--- config.mk ---
export PLATFORM = sky130hd
export DESIGN_NAME = branch_stack
export DESIGN_NICKNAME = d
export VERILOG_FILES = /design/src/rtl/branch_stack.sv
export SDC_FILE = /design/constraint.sdc
export NUM_CORES = 2
export LEC_CHECK = 0
export ABC_AREA = 0
export CORE_AREA = 2 2 611 613
export CTS_CLUSTER_DIAMETER = 50
export CTS_CLUSTER_SIZE = 25
export DETAILED_ROUTE_END_ITERATION = 7
export DIE_AREA = 0 0 613 615
export PLACE_DENSITY = 0.44
export RECOVER_POWER = 25
export SYNTH_ARGS = -nofsm -noshare
export SYNTH_HDL_FRONTEND = slang
export SYNTH_SLANG_ARGS = --single-unit
--- constraint.sdc ---
create_clock -name clock -period 51.2 [get_ports clock]
set_clock_uncertainty 0.15 [all_clocks]
set_input_delay 10.24 -clock clock [delete_from_list [all_inputs] [get_ports clock]]
set_output_delay 10.24 -clock clock [all_outputs]
set_load 0.005 [all_outputs]
--- src/rtl/branch_stack.sv ---
// branch_stack: branch checkpoint store, one slot per branch-mask bit.
// Dispatch writes checkpoints into freshly allocated slots; execute resolves
// branches. A correct resolve broadcasts the mask bit to clear. A mispredict
// returns the resolved slot's checkpoint in the same cycle and squashes the
// slot together with every live slot that depends on it.
//
// Ports:
//   clock, reset             clock, asynchronous active-high reset
//   next_b_mask              dispatch's mask after this cycle's allocations
//   branch_stack_entries     per-slot checkpoint offered by dispatch
//   resolve_valid/_id/_mispredict  branch resolution from execute (id one-hot)
//   retire_free_mask         physical registers freed by retire this cycle
//   b_mask_combinational     live mask after this cycle's resolution
//   restore_valid            mispredict recovery this cycle
//   map_table_restore, free_list_restore, rob_tail_restore, recovery_pc
//                            checkpoint of the mispredicted branch
//   squash_mask              slots killed by the mispredict
//   clear_mask               bit to clear from b_masks on a correct resolve

package branch_stack_pkg;
    localparam int B_MASK_WIDTH = 4;
    localparam int ARCH_REG_SZ  = 32;
    localparam int PHYS_REG_SZ  = 64;
    localparam int ROB_SZ       = 32;
    localparam int PHYS_REG_IDX = $clog2(PHYS_REG_SZ);
    localparam int ROB_IDX      = $clog2(ROB_SZ);

    typedef struct packed {
        logic [31:0]                                recovery_pc;
        logic [ROB_IDX-1:0]                         rob_tail;
        logic [PHYS_REG_SZ-1:0]                     free_list;
        logic [ARCH_REG_SZ-1:0][PHYS_REG_IDX-1:0]   map_table;
        logic [B_MASK_WIDTH-1:0]                    b_m;
    } bs_entry_t;
endpackage

module branch_stack
    import branch_stack_pkg::*;
(
    input  logic                                    clock,
    input  logic                                    reset,
    input  logic [B_MASK_WIDTH-1:0]                 next_b_mask,
    input  bs_entry_t [B_MASK_WIDTH-1:0]            branch_stack_entries,
    input  logic                                    resolve_valid,
    input  logic [B_MASK_WIDTH-1:0]                 resolve_id,
    input  logic                                    resolve_mispredict,
    input  logic [PHYS_REG_SZ-1:0]                  retire_free_mask,
    output logic [B_MASK_WIDTH-1:0]                 b_mask_combinational,
    output logic                                    restore_valid,
    output logic [ARCH_REG_SZ-1:0][PHYS_REG_IDX-1:0] map_table_restore,
    output logic [PHYS_REG_SZ-1:0]                  free_list_restore,
    output logic [ROB_IDX-1:0]                      rob_tail_restore,
    output logic [31:0]                             recovery_pc,
    output logic [B_MASK_WIDTH-1:0]                 squash_mask,
    output logic [B_MASK_WIDTH-1:0]                 clear_mask
);

    logic [B_MASK_WIDTH-1:0] b_mask;
    bs_entry_t               entries [B_MASK_WIDTH];

    logic                    effective;
    logic                    mispredict;
    logic                    correct;
    logic [B_MASK_WIDTH-1:0] dependents;
    logic [B_MASK_WIDTH-1:0] alloc;

    logic [31:0]                              sel_pc;
    logic [ROB_IDX-1:0]                       sel_tail;
    logic [PHYS_REG_SZ-1:0]                   sel_free;
    logic [ARCH_REG_SZ-1:0][PHYS_REG_IDX-1:0] sel_map;

    // Resolves aimed at a dead slot are dropped entirely.
    assign effective  = resolve_valid && ((resolve_id & b_mask) != '0);
    assign mispredict = effective && resolve_mispredict;
    assign correct    = effective && !resolve_mispredict;

    always_comb begin
        sel_pc     = '0;
        sel_tail   = '0;
        sel_free   = '0;
        sel_map    = '0;
        dependents = '0;
        for (int k = 0; k < B_MASK_WIDTH; k++) begin
            if (resolve_id[k]) begin
                sel_pc   = entries[k].recovery_pc;
                sel_tail = entries[k].rob_tail;
                sel_free = entries[k].free_list;
                sel_map  = entries[k].map_table;
            end
            if (b_mask[k] && ((entries[k].b_m & resolve_id) != '0))
                dependents[k] = 1'b1;
        end
    end

    always_comb begin
        restore_valid     = mispredict;
        squash_mask       = mispredict ? (resolve_id | dependents) : '0;
        clear_mask        = correct ? resolve_id : '0;
        map_table_restore = mispredict ? sel_map : '0;
        rob_tail_restore  = mispredict ? sel_tail : '0;
        recovery_pc       = mispredict ? sel_pc : '0;
        // Registers retired this very cycle must also return to the freelist.
        free_list_restore = mispredict ? (sel_free | retire_free_mask) : '0;
        b_mask_combinational = b_mask & ~squash_mask & ~clear_mask;
    end

    assign alloc = next_b_mask & ~b_mask_combinational;

    always_ff @(posedge clock or posedge reset) begin
        if (reset) begin
            b_mask <= '0;
            for (int k = 0; k < B_MASK_WIDTH; k++)
                entries[k] <= '0;
        end else if (mispredict) begin
            // Dispatch is held off during recovery, so its inputs are ignored.
            b_mask <= b_mask & ~squash_mask;
            for (int k = 0; k < B_MASK_WIDTH; k++) begin
                if (squash_mask[k])
                    entries[k] <= '0;
                else if (b_mask[k])
                    entries[k].free_list <= entries[k].free_list | retire_free_mask;
            end
        end else begin
            b_mask <= next_b_mask;
            for (int k = 0; k < B_MASK_WIDTH; k++) begin
                if (alloc[k]) begin
                    entries[k]           <= branch_stack_entries[k];
                    entries[k].free_list <= branch_stack_entries[k].free_list | retire_free_mask;
                end else if (b_mask[k]) begin
                    entries[k].free_list <= entries[k].free_list | retire_free_mask;
                    if (correct)
                        entries[k].b_m <= entries[k].b_m & ~resolve_id;
                end
            end
        end
    end

endmodule
==> metrics.txt <==
status=finished, violations left; failing checks=max-capacitance violations, max-slew violations; Worst Path Arrival=17.46 ns; # clock sinks=1188; initial antenna violation count=185; CTS clk-pin slew, worst paths=0.06 ns; kind of start point of the critical path=input pin; worst setup path class=in -> out; Layout area overhead=52.0%; end of the critical path=map_table_restore[33]; Final Cycle Share=54.4%; RR Endpoint=entries[43]$_DFFE_PP0P_; vias=53500; post-place setup slack=25.66 ns; Sw Share=31.1%; Max VDD drop=0.0274 mV; Synth warnings=0; vias in the first global route=53900; share of layout cells above drive strength 1=8.11%; crit path launch=resolve_mispredict; post-layout util=22.3%; worst hold path class=reg -> reg; CTS Buffer Depth=4; port bufs=1565; fill cell count=40000; post-route minimum period=27.85 ns; H-tree depth=4; PostCTS Resize Cnt=0; syn avg cell area=11.0 um^2; Fin. Hold Viols=0; CTS root buf=clkbuf_16; area of the multi-input gates=22100 um^2; leakage power=33.1 nW; M1 GR Usage=23.4%; Worst setup EP type=output pin; clk_lat worst skew=0.89 ns; Clock Power Share=45.4%; gr usage total=19.2%; Die H=615 um; CTS Buf Count=211; fin. max-slew vios=880; Seq. cell area=29700 um^2; final instance area=82700 um^2; Initial DRC Count=5553; Top Usage Layer GRT=met2; met2 Use GR=31.5%; Initial Util=14.7%; GR Overflow Total=0; placed instance area=74900 um^2; post-synthesis sequential area ratio=54.7%; RSZ-0062 raised after global routing=no; Achievable Freq=0.0359 GHz; first-pass GRT wire length=502000 um; WL final=378000 um; GP Congestion=0.908; Synth Cell Area=54400 um^2; Distinct cells, synth=44; met3 Use GR=4.37%; Crit Path Max Fanout=70; CTS tree=yes; syn_nets=6225; core area=371000 um^2; FF-to-FF Start=b_mask[1]$_DFF_PP0_; final setup fails=0; vias per cell=4.63; die area=377000 um^2; worst reg-to-reg path cell count=10; Post-CTS Setup Bufs=0; site row count=224; power density over the cells=41.1 nW/um^2; critical path required time=40.81 ns; internal cell power=2.34 mW; largest net degree at the start of global routing=170; Least-Margin Pin Slew=8.74 ns; Seq pwr share=35.5%; post-synthesis instance total=4961; Routed WL per cell=32.7 um; Yosys reg bits=1188; total negative slack=0 ns; die span in x=613 um; CTS Hold Bufs=0; ANT nets after route=0; Comb pwr share=19.1%; Overall Power=3.40 mW; # nets final=7562; Slew HR=-483%; post-DP HPWL=272000 um; TritonRoute pass-1 iters=6; sw power=1.06 mW; max cap viols=13; PnR worst setup slack=23.35 ns; Top Ports=1570; Residual DRC=0; R2R setup slack=40.33 ns
==> cell families (layout without fill, tap and decap cells) <==
| group | Yosys count | in the layout | share of synthesized area (%) |
|---|---|---|---|
| other | 0 | 104 | 0 |
| buffers and inverters | 579 | 2095 | 4.93 |
| AND/OR/NAND/NOR | 1371 | 1371 | 12.3 |
| multiplexers | 1 | 1 | 0.0253 |
| flip-flops | 1188 | 1188 | 54.7 |
| AO/OA/AOI/OAI | 1822 | 1822 | 28.1 |
==> stage by stage <==
step | hold slack [ns] | std cells
floorplan | 0.315 | 4961
global placement | 0.332 | 11100
detailed placement | 0.331 | 11100
CTS | 0.350 | 11400
global route | 0.357 | 11500
finish | 0.345 | 11600
==> layer usage <==
| metal | routed length (um) | vias to the layer above | share of wire [%] |
|---|---|---|---|
| met5 | 515 | - | 0.14 |
| met4 | 19900 | 80 | 5.3 |
| met3 | 28400 | 665 | 7.5 |
| met2 | 180000 | 2867 | 48 |
| met1 | 149000 | 27900 | 39 |
| li1 | - | 22000 | - |
==> registers in the layout, summed over array words and instances (netlist names) <==
signal	flops
entries	1184
b_mask	4
==> power by group through the flow <==
| stage | Clock [mW] | Combinational, mW | Sequential (mW) |
|---|---|---|---|
| 3_3_place_gp | 0 | 0.648 | 1.21 |
| 3_5_place_dp | 0 | 0.651 | 1.22 |
| 4_1_cts | 1.57 | 0.657 | 1.20 |
| 2_1_floorplan | 0 | 0.338 | 1.19 |
| 5_1_grt | 1.61 | 0.692 | 1.22 |
| 6_report | 1.54 | 0.649 | 1.21 |
==> worst min path at each step <==
stage | end | cells after the start | slack (ns) | start
2_1_floorplan | entries[893]$_DFFE_PP0P_ | 1 | 0.31 | entries[893]$_DFFE_PP0P_
3_3_place_gp | entries[666]$_DFFE_PP0P_ | 1 | 0.33 | entries[666]$_DFFE_PP0P_
3_5_place_dp | entries[860]$_DFFE_PP0P_ | 1 | 0.33 | entries[860]$_DFFE_PP0P_
4_1_cts | entries[789]$_DFFE_PP0P_ | 1 | 0.35 | entries[789]$_DFFE_PP0P_
5_1_grt | entries[1151]$_DFFE_PP0P_ | 1 | 0.36 | entries[1151]$_DFFE_PP0P_
6_report | entries[87]$_DFFE_PP0P_ | 1 | 0.34 | entries[87]$_DFFE_PP0P_
==> worst max-delay path, stage by stage <==
cell             delay [ns]
dlygate4sd3_1          0.72
nand2_1                0.15
a21o_1                 1.30
clkbuf_1               2.97
buf_4                  1.03
nor2_1                 0.30
clkdlybuf4s50_1        0.55
==> cell usage after synthesis, drive strengths merged <==
| master | n | area [um^2] |
|---|---|---|
| a221o | 256 | 2560 |
| a21boi | 1 | 7.51 |
| a21o | 1 | 15.0 |
| nor2b | 2 | 12.5 |
| a222oi | 6 | 60.1 |
| a311oi | 195 | 1710 |
| nor2 | 599 | 2260 |
| a22o | 930 | 8150 |
| a21oi | 231 | 1160 |
| nor3 | 101 | 505 |
| nand3b | 195 | 1460 |
| inv | 15 | 56.3 |
| nand3 | 6 | 30.0 |
| a211o | 1 | 8.76 |
| o21ai | 20 | 104 |
| nand2b | 3 | 18.8 |
| o21a | 4 | 30.0 |
| a221oi | 98 | 858 |
| clkbuf | 335 | 1260 |
| o31ai | 1 | 7.51 |
| and2 | 66 | 413 |
| mux2i | 1 | 13.8 |
| o221ai | 3 | 26.3 |
| nand2 | 206 | 773 |
| o211ai | 2 | 15.0 |
| dfrtp | 1188 | 29700 |
| a22oi | 4 | 48.8 |
| a31oi | 2 | 12.5 |
| buf | 229 | 1360 |
| a211oi | 67 | 508 |
| and3 | 193 | 1210 |
==> area by class of cell <==
type | instances | area share, %
sequential | 1188 | 36.0
timing repair buffer | 1688 | 20.2
antenna | 104 | 0.315
clock buffer | 247 | 6.90
inverter | 15 | 0.0787
tap | 4972 | 7.53
clock inverter | 145 | 2.30
multi-input combinational | 3194 | 26.8
==> placed cells by master (no fill, tap or decap), types with 20 or more instances in the layout <==
master / count
buf_4: 105
a211oi_1: 66
and3_1: 193
a21oi_1: 230
nor3_1: 99
and2_1: 66
a221oi_1: 97
diode_2: 104
clkinv_4: 20
nand3b_1: 195
clkbuf_16: 214
nand2_1: 205
clkdlybuf4s50_1: 1559
clkbuf_8: 23
nor2_1: 595
bufinv_16: 25
inv_6: 42
dfrtp_1: 1188
a311oi_1: 190
a221o_1: 256
a22o_1: 930
clkbuf_1: 21
(Power assumes the default switching activity.)
